`src/rtl/display_scan_mux_if.sv`:
```
// Display scan bus: the refresh wave, digit data and decimal-point requests in,
// and the active-low anode/cathode drive out.
interface display_scan_mux_if #(
    parameter int N_DIGITS = 8
);
    logic                    refresh_clk;
    logic [4*N_DIGITS-1:0]   value;
    logic [N_DIGITS-1:0]     dp_mask;
    logic [N_DIGITS-1:0]     anodes;
    logic [6:0]              segments;
    logic                    dp;

    modport master (
        output refresh_clk, value, dp_mask,
        input  anodes, segments, dp
    );

    modport slave (
        input  refresh_clk, value, dp_mask,
        output anodes, segments, dp
    );
endinterface

```
`src/rtl/display_scan_mux.sv`:
```
// Common-anode 7-segment scan driver: one digit per rising edge of refresh_clk.
// Optional macro LEADING_ZERO_BLANK_EN blanks leading zero digits (digit 0 never blanked).
module display_scan_mux #(
    parameter int N_DIGITS = 8
) (
    input  logic               clk_in,
    input  logic               reset,
    display_scan_mux_if.slave  bus
);
    localparam int IDX_W = (N_DIGITS > 1) ? $clog2(N_DIGITS) : 1;

    logic                 sync0_q, sync0_d;
    logic                 sync1_q, sync1_d;
    logic                 prev_q, prev_d;
    logic [IDX_W-1:0]     idx_q, idx_d;
    logic [N_DIGITS-1:0]  anodes_q, anodes_d;
    logic [6:0]           segments_q, segments_d;
    logic                 dp_q, dp_d;

    logic                 adv;
    logic [3:0]           nibble;
    logic                 dp_sel;
    logic                 blank;
`ifdef LEADING_ZERO_BLANK_EN
    logic [N_DIGITS-1:0]  blank_vec;
    logic                 zero_run;
`endif

    function automatic logic [6:0] glyph(input logic [3:0] n);
        logic [6:0] g;
        case (n)
            4'h0: g = 7'b1000000;
            4'h1: g = 7'b1111001;
            4'h2: g = 7'b0100100;
            4'h3: g = 7'b0110000;
            4'h4: g = 7'b0011001;
            4'h5: g = 7'b0010010;
            4'h6: g = 7'b0000010;
            4'h7: g = 7'b1111000;
            4'h8: g = 7'b0000000;
            4'h9: g = 7'b0010000;
            4'hA: g = 7'b0001000;
            4'hB: g = 7'b0000011;
            4'hC: g = 7'b1000110;
            4'hD: g = 7'b0100001;
            4'hE: g = 7'b0000110;
            default: g = 7'b0001110;
        endcase
        return g;
    endfunction

    always_comb begin
        sync0_d = bus.refresh_clk;
        sync1_d = sync0_q;
        prev_d  = sync1_q;
        adv     = sync1_q & ~prev_q;

        idx_d = idx_q;
        if (adv) begin
            if (idx_q == IDX_W'(N_DIGITS - 1)) idx_d = '0;
            else                               idx_d = idx_q + IDX_W'(1);
        end

        // A digit is blank when it and every higher nibble are zero.
`ifdef LEADING_ZERO_BLANK_EN
        zero_run  = 1'b1;
        blank_vec = '0;
        for (int i = N_DIGITS - 1; i >= 0; i--) begin
            zero_run     = zero_run & (bus.value[4*i +: 4] == 4'h0);
            blank_vec[i] = (i > 0) && zero_run;
        end
`endif

        nibble   = 4'h0;
        dp_sel   = 1'b0;
        blank    = 1'b0;
        anodes_d = '1;
        for (int i = 0; i < N_DIGITS; i++) begin
            if (idx_q == IDX_W'(i)) begin
                nibble      = bus.value[4*i +: 4];
                dp_sel      = bus.dp_mask[i];
                anodes_d[i] = 1'b0;
`ifdef LEADING_ZERO_BLANK_EN
                blank       = blank_vec[i];
`endif
            end
        end

        segments_d = blank ? 7'b1111111 : glyph(nibble);
        dp_d       = ~dp_sel;
    end

    // Reset darkens the display and drops any refresh edge in flight.
    always_ff @(posedge clk_in) begin
        if (reset) begin
            sync0_q    <= 1'b0;
            sync1_q    <= 1'b0;
            prev_q     <= 1'b0;
            idx_q      <= '0;
            anodes_q   <= '1;
            segments_q <= 7'b1111111;
            dp_q       <= 1'b1;
        end else begin
            sync0_q    <= sync0_d;
            sync1_q    <= sync1_d;
            prev_q     <= prev_d;
            idx_q      <= idx_d;
            anodes_q   <= anodes_d;
            segments_q <= segments_d;
            dp_q       <= dp_d;
        end
    end

    assign bus.anodes   = anodes_q;
    assign bus.segments = segments_q;
    assign bus.dp       = dp_q;
endmodule

```
`src/flat_wrapper.sv`:
```
// flat-port wrapper written by rule: the top's interface ports become plain ports
module display_scan_mux_flat 
#(
    parameter int N_DIGITS = 8
)
  (clk_in, reset, bus_refresh_clk, bus_value, bus_dp_mask, bus_anodes, bus_segments, bus_dp);
  display_scan_mux_if #(.N_DIGITS(N_DIGITS)) bus_i ();
  input  logic clk_in;
  input  logic reset;
  input wire logic [$bits(bus_i.refresh_clk)-1:0] bus_refresh_clk;
  input wire logic [$bits(bus_i.value)-1:0] bus_value;
  input wire logic [$bits(bus_i.dp_mask)-1:0] bus_dp_mask;
  output wire logic [$bits(bus_i.anodes)-1:0] bus_anodes;
  output wire logic [$bits(bus_i.segments)-1:0] bus_segments;
  output wire logic [$bits(bus_i.dp)-1:0] bus_dp;
  assign bus_i.refresh_clk = bus_refresh_clk;
  assign bus_i.value = bus_value;
  assign bus_i.dp_mask = bus_dp_mask;
  assign bus_anodes = bus_i.anodes;
  assign bus_segments = bus_i.segments;
  assign bus_dp = bus_i.dp;
  display_scan_mux #(.N_DIGITS(N_DIGITS)) u_core (.clk_in(clk_in), .reset(reset), .bus(bus_i));
endmodule
```
`config.mk`:
```
export PLATFORM = sky130hd
export DESIGN_NAME = display_scan_mux_flat
export DESIGN_NICKNAME = d
export VERILOG_FILES = /design/src/rtl/display_scan_mux_if.sv /design/src/rtl/display_scan_mux.sv /design/src/flat_wrapper.sv
export SDC_FILE = /design/constraint.sdc
export NUM_CORES = 1
export LEC_CHECK = 0
export BUFFER_PORTS_ARGS = -buffer_cell sky130_fd_sc_hd__buf_4
export CAP_MARGIN = 20
export CORE_MARGIN = 2
export CORE_UTILIZATION = 50
export DETAILED_ROUTE_END_ITERATION = 10
export PLACE_DENSITY = 0.83
export RECOVER_POWER = 25
export SLEW_MARGIN = 15
export SYNTH_ARGS = -nofsm -noshare
export SYNTH_HDL_FRONTEND = slang
export SYNTH_SLANG_ARGS = --single-unit
export TNS_END_PERCENT = 10
```
`constraint.sdc`:
```
create_clock -name clk_in -period 4.95 [get_ports clk_in]
set_clock_uncertainty 0.15 [all_clocks]
set_input_delay 0.99 -clock clk_in [delete_from_list [all_inputs] [get_ports clk_in]]
set_output_delay 0.99 -clock clk_in [all_outputs]
set_load 0.01 [all_outputs]
```
==> summary.md, run 1 <==
| Metric | Value |
|---|---|
| Status | `finished clean` |
| Required time of the worst setup path | `5.04 ns` |
| WHS Path Cells | `1` |
| Initial antenna violation count | `0` |
| Vias/cell | `5.436` |
| Tot GR Track Use | `21.46%` |
| Final setup TNS | `0 ns` |
| Vias in the first global route | `1,288` |
| Sequential share of the synthesized area | `30.96%` |
| Ant diodes | `0` |
| Number of I/O pins | `59` |
| Total gr overflow | `0` |
| Synth top area share | `30.96%` |
| Unrepaired setup endpoints after global routing | `no` |
| Buffer count from post-CTS setup fixing | `0` |
| Inst Count DP | `255` |
| # DRC | `0` |
| Wire per inst | `13.05 um` |
| Power Density | `259.8 nW/um^2` |
| PostCTS Resize Cnt | `0` |
| Num rows | `19` |
| Vias after detailed routing | `1,408` |
| Share of cells above drive strength 1 | `30.26%` |
| YS warnings | `0` |
| Non-Filler Instances | `259` |
| Cts bufs inserted | `3` |
| Synth Net Count | `233` |
| Maximum vdd ir drop | `0.0002627 V` |
| Drt first-iter violations | `27` |
| Worst rel slew slack | `56.06%` |
| Post-DP HPWL | `2.538 mm` |
| Mean area per synthesized cell | `7.992 sq um` |
| Hold slack | `0.3012 ns` |
| CP Class | `flop to flop` |
| Max Cap Viol | `0` |
| Number of H-tree levels | `1` |
| Period utilization | `65.47%` |
| Synth Instances | `178` |
| CTS tree | `built` |
| Synth area leaders | `dfxtp_1 31%, ha_1 11%, nand2_1 5.5%` |
| GPL Wtd Cong | `0.9071` |
| Area grow syn2layout | `31.40%` |
| Worst-Margin Slew | `0.6590 ns` |
| Yosys cell types | `46` |
| Reg2reg path depth | `12` |
| Port buffer count | `58` |
| Final setup fails | `0` |
| CP Data Arrival Time | `3.33 ns` |
| Die width | `57.34 um` |
| Clock slew at reported path FFs | `0.12 ns` |
| First-pass GRT wire length | `5.533 mm` |
| Final nets | `284` |
| Leakage | `0.0008479 uW` |
| Clock Latency Late Sink | `0.31 ns` |
| Worst-path maximum fanout | `19` |
| Die area | `3288 sq um` |
| Core ar. | `2734 sq um` |
| Pwr Total | `485.6 uW` |
| Tmin final | `3.241 ns` |
| Initial DRT Pass Iterations | `4` |
| Antenna viol nets, final | `0` |
| Longest Clk Path Bufs | `2` |
| Die H | `57.34 um` |
| CP startpoint kind | `flop` |
| Root Driver | `clkbuf_4` |
| Max-slew violation count | `0` |
| Initial Util | `52.04%` |
| #FFs+latches synth | `22` |
| Post-Syn Area | `1423 sq um` |
| Post-CTS Hold Buffers | `0` |
| Largest net degree at the start of global routing | `22` |
| CTS sink cnt | `22` |
| Fmax | `0.3086 GHz` |
| Final hold vios | `0` |
| Area leader, netlist | `dfxtp_1` |
| Final wirelength | `3.380 mm` |
| Hold crit path type | `flop to flop` |
| CP endpoint kind | `flop` |
per-layer routing:
layer / GRT usage [%] / up-vias / share of wire (%)
met2: 35.55 / 49 / 47
met5: 0 / - / 0
met4: 9.967 / 0 / 1.9
met1: 26.09 / 637 / 44
li1: - / 715 / -
met3: 5.215 / 7 / 6.8
Yosys cell counts, drive strengths merged:
master / n
dfxtp: 22
and3b: 1
o311ai: 1
a311oi: 1
nand2b: 2
o221a: 1
a21oi: 16
mux2: 1
nand3: 6
nor3: 6
o211ai: 1
a21o: 2
ha: 12
nand3b: 1
o221ai: 1
a41oi: 1
a32oi: 1
buf: 10
nor3b: 1
o31ai: 1
nand2: 21
a31oi: 3
and2: 2
clkinv: 2
nor2: 16
nor2b: 5
a221o: 1
mux2i: 3
o22ai: 1
a211oi: 2
o21a: 3
a211o: 1
clkbuf: 2
o32ai: 1
inv: 14
o21ai: 9
a221oi: 4
state kept, by name, summed over array words and instances (netlist names):
register,count
u_core.idx_q,3
u_core.prev_d,1
u_core.prev_q,1
u_core.bus.anodes,8
u_core.bus.dp,1
u_core.sync0_q,1
u_core.bus.segments,7
metrics by stage:
step | area, sq um | worst slack, ns | utilization, %
6_report | 1869 | 1.709 | 68.38
5_1_grt | 1869 | 1.388 | 68.38
4_1_cts | 1873 | 1.728 | 68.51
3_5_place_dp | 1821 | 1.750 | 66.59
3_3_place_gp | 1821 | 1.879 | 66.59
2_1_floorplan | 1423 | 2.275 | -
critical path, stage by stage (launching register included):
cell and delay [ns]:
dfxtp_1 0.70, inv_1 0.19, ha_1 0.37, nand2_1 0.10, a221oi_1 0.07, a311oi_1 0.32, nor3_1 0.09, a21oi_1 0.37
ha_1 0.28, inv_1 0.09, mux2i_1 0.17, nor3_1 0.06, a41oi_1 0.20
layout make-up:
type	instances	area [sq um]
fill	249	864.6
timing repair buffer	58	431.7
inverter	16	60.06
clock buffer	3	22.52
tap	31	38.79
sequential	22	440.4
multi-input combinational	128	845.8
clock inverter	1	30.03
power breakdown:
group | switching, uW | total, uW | leakage [uW] | internal, uW
registers | 5.69 | 197 | 0.000181 | 191
logic | 74.9 | 151 | 0.000638 | 76.4
clock network | 55.3 | 137 | 0.0000279 | 82.0
cell usage in the layout (no fill, tap or decap), types with 2 or more instances in the layout:
cell / count
clkbuf_4: 3
nand2_1: 21
o21ai_0: 4
a21o_1: 2
nor3_1: 6
a31oi_1: 3
a221oi_1: 2
inv_1: 13
nor2b_1: 5
nand3_1: 6
buf_4: 57
dfxtp_1: 22
a21oi_1: 15
o21a_1: 3
clkinv_1: 2
nor2_1: 16
a211oi_1: 2
o21ai_1: 5
nand2b_1: 2
mux2i_1: 3
ha_1: 12
cell families (layout without fill, tap and decap cells):
group	count (synthesis)	after routing	synth area share [%]
simple gates	61	61	20.14
compound gates	51	51	25.86
buf+inv	28	78	9.587
flops	22	22	30.96
fa+ha+maj	12	12	10.55
mux	4	4	2.902
worst paths after layout:
path                                 from                                 to  slack, ns
max          u_core.idx_q[2]$_SDFFE_PP0P_  u_core.bus.segments[3]$_SDFF_PP1_       1.71
min             u_core.sync0_q$_SDFF_PP0_           u_core.prev_d$_SDFF_PP0_       0.30
max reg2reg  u_core.idx_q[2]$_SDFFE_PP0P_  u_core.bus.segments[3]$_SDFF_PP1_       1.71
min reg2reg     u_core.sync0_q$_SDFF_PP0_           u_core.prev_d$_SDFF_PP0_       0.30
Note: power is estimated with default switching activity, not from simulation.
==> run 2: changes to the inputs <==
Settings changed: CORE_UTILIZATION 50 to 48, PLACE_DENSITY 0.83 to 0.8.
Clock period 4.95 ns to 3.25 ns, I/O delays scaled along.
==> summary.md, run 2 (same netlist as run 1, synthesis figures left out) <==
| Metric | Value |
|---|---|
| Final hold vios | `0 (unchanged)` |
| Cts bufs inserted | `3 (unchanged)` |
| Die area | `3415 sq um (+3.9%)` |
| Total gr overflow | `0 (unchanged)` |
| Initial antenna violation count | `0 (unchanged)` |
| Leakage | `0.0008578 uW (+1.2%)` |
| Placed inst area | `1836 sq um (+0.82%)` |
| Metal2 WL | `1.992 mm (+26%)` |
| Buffer count from post-CTS setup fixing | `0 (unchanged)` |
| Largest net degree at the start of global routing | `22 (unchanged)` |
| Root Driver | `clkbuf_4` |
| Area grow syn2layout | `32.89%` |
| Vias after detailed routing | `1,429 (+1.5%)` |
| Fin util | `67.97% (-0.40 points)` |
| Final wirelength | `3.757 mm (+11%)` |
| Worst rel slew slack | `61.26% (+5.2 points)` |
| Crit path cell chain | `inv_1, ha_1, nand2_1, a221oi_1, a311oi_1, nor3_1, a21oi_2, ha_1, o21ai_0, mux2_1, nand2_1` |
| Clock Latency Late Sink | `0.32 ns (about the same)` |
| Max Cap Viol | `0 (unchanged)` |
| Clock slew at reported path FFs | `0.12 ns (about the same)` |
| CP Data Arrival Time | `3.09 ns (-0.24 ns)` |
| Vias/cell | `5.475 (+0.71%)` |
| Core ar. | `2781 sq um (+1.7%)` |
| Highest routed layer | `met4` |
| Final nets | `286 (+0.70%)` |
| Die H | `58.44 um (+1.9%)` |
| Antenna viol nets, final | `0 (unchanged)` |
| Fin worst setup slack | `0.2751 ns (-1.434 ns)` |
| Finished Cell Area | `1891 sq um (+1.1%)` |
| Unrepaired setup endpoints after global routing | `no` |
| CTS sink cnt | `22 (unchanged)` |
| Power Density | `395.2 nW/um^2 (+52%)` |
| Vias in the first global route | `1,394 (+8.2%)` |
| CP max-delay cell | `ha_1` |
| WL met1 | `1.506 mm (+0.20%)` |
| Fmax | `0.3362 GHz (+8.9%)` |
| Wire per inst | `14.39 um (+10%)` |
| Commonest non-fill, non-tap cells in the layout | `59 x buf_4, 22 x dfxtp_1, 21 x nand2_1` |
| Max reg flops | `8 (unchanged)` |
| Port buffer count | `58 (unchanged)` |
| CP endpoint kind | `flop` |
| First-pass GRT wire length | `5.982 mm (+8.1%)` |
| Share of cells above drive strength 1 | `31.74% (+1.5 points)` |
| Required time of the worst setup path | `3.37 ns (-1.67 ns)` |
| CTS tree | `built` |
| Initial Util | `51.15% (-0.89 points)` |
| Final setup TNS | `0 ns (unchanged)` |
| Max-slew violation count | `0 (unchanged)` |
| Post-CTS Hold Buffers | `0 (unchanged)` |
| Final setup fails | `0 (unchanged)` |
| Initial DRT Pass Iterations | `4 (unchanged)` |
| Maximum vdd ir drop | `0.0003398 V (+29%)` |
| Tmin final | `2.975 ns (-0.2657 ns)` |
| GPL Wtd Cong | `0.8703 (-4.1%)` |
| Longest Clk Path Bufs | `2 (unchanged)` |
| Num rows | `19 (unchanged)` |
| Drt first-iter violations | `32 (+19%)` |
| Pre-CTS setup slack | `0.1702 ns (-1.580 ns)` |
| CP Class | `flop to flop` |
| PostCTS Resize Cnt | `0 (unchanged)` |
| Met3 routed WL | `198 um (-14%)` |
| Die width | `58.44 um (+1.9%)` |
| Status | `finished clean` |
| Period utilization | `91.53% (+26 points)` |
| Ant diodes | `0 (unchanged)` |
| Hold crit path type | `flop to flop` |
| Commonest non-fill, non-tap cell in the layout | `buf_4` |
| Post-DP HPWL | `2.924 mm (+15%)` |
| CP startpoint kind | `flop` |
| Tot GR Track Use | `23.06% (+1.6 points)` |
| Number of I/O pins | `59 (unchanged)` |
| Worst-path maximum fanout | `14 (-5)` |
| Number of H-tree levels | `1 (unchanged)` |
| # DRC | `0 (unchanged)` |
| Slowest stage delay, CP | `0.48 ns (-0.22 ns)` |
| Worst-Margin Slew | `0.5811 ns (-0.07798 ns)` |
run 2: changes by cell type in the layout (fill, tap and decap cells not counted):
cell,previous run,this run
buf_4,57,59
a21oi_1,15,14
a21oi_2,1,2
ha_1,12,11
ha_2,0,1
run 2: worst max-delay path, delay by kind of cell (launching register included):
kind / cells / cell delay (ns)
AOI/OAI and AO/OA: 4 / 0.60
adders and majority gates: 2 / 0.83
buffers and inverters: 1 / 0.12
DFF: 1 / 0.36
muxes: 1 / 0.32
and+or+nand+nor: 3 / 0.54
run 2: per-layer routing:
metal  global-route usage [%]  up-vias
met1                    25.03      664
li1                         -      720
met5                        0        -
met4                    10.96        0
met3                    5.055        6
met2                    42.05       39
run 2: area by class of cell:
class,instances,area (sq um)
Timing Repair Buffer,60,446.7
Tap cell,31,38.79
Fill cell,245,890.9
Inverter,16,60.06
Sequential cell,22,440.4
Clock inverter,1,30.03
Multi-Input combinational cell,128,852.1
Clock buffer,3,22.52
run 2: power breakdown:
group          internal [uW]  switching, uW  leakage (uW)
logic                    118            120      0.000648
clock network            125           85.9     0.0000279
registers                292           6.41      0.000181
run 2: worst paths after layout:
kind                                              startpoint                           endpoint  slack [ns]  cells after the start
worst min register to register     u_core.sync0_q$_SDFF_PP0_           u_core.prev_d$_SDFF_PP0_        0.31                      1
worst min-delay path               u_core.sync0_q$_SDFF_PP0_           u_core.prev_d$_SDFF_PP0_        0.31                      1
worst max register to register  u_core.idx_q[0]$_SDFFE_PP0P_  u_core.bus.segments[1]$_SDFF_PP1_        0.28                     11
worst max-delay path            u_core.idx_q[0]$_SDFFE_PP0P_  u_core.bus.segments[1]$_SDFF_PP1_        0.28                     11
run 2: through the flow:
stage | instances | hold slack [ns] | total power, uW
2_1_floorplan | 178 | 0.2638 | 450.8
3_3_place_gp | 257 | 0.2818 | 533.2
3_5_place_dp | 257 | 0.2851 | 540.8
4_1_cts | 261 | 0.3163 | 748.2
5_1_grt | 261 | 0.3298 | 785.9
6_report | 261 | 0.3143 | 747.1
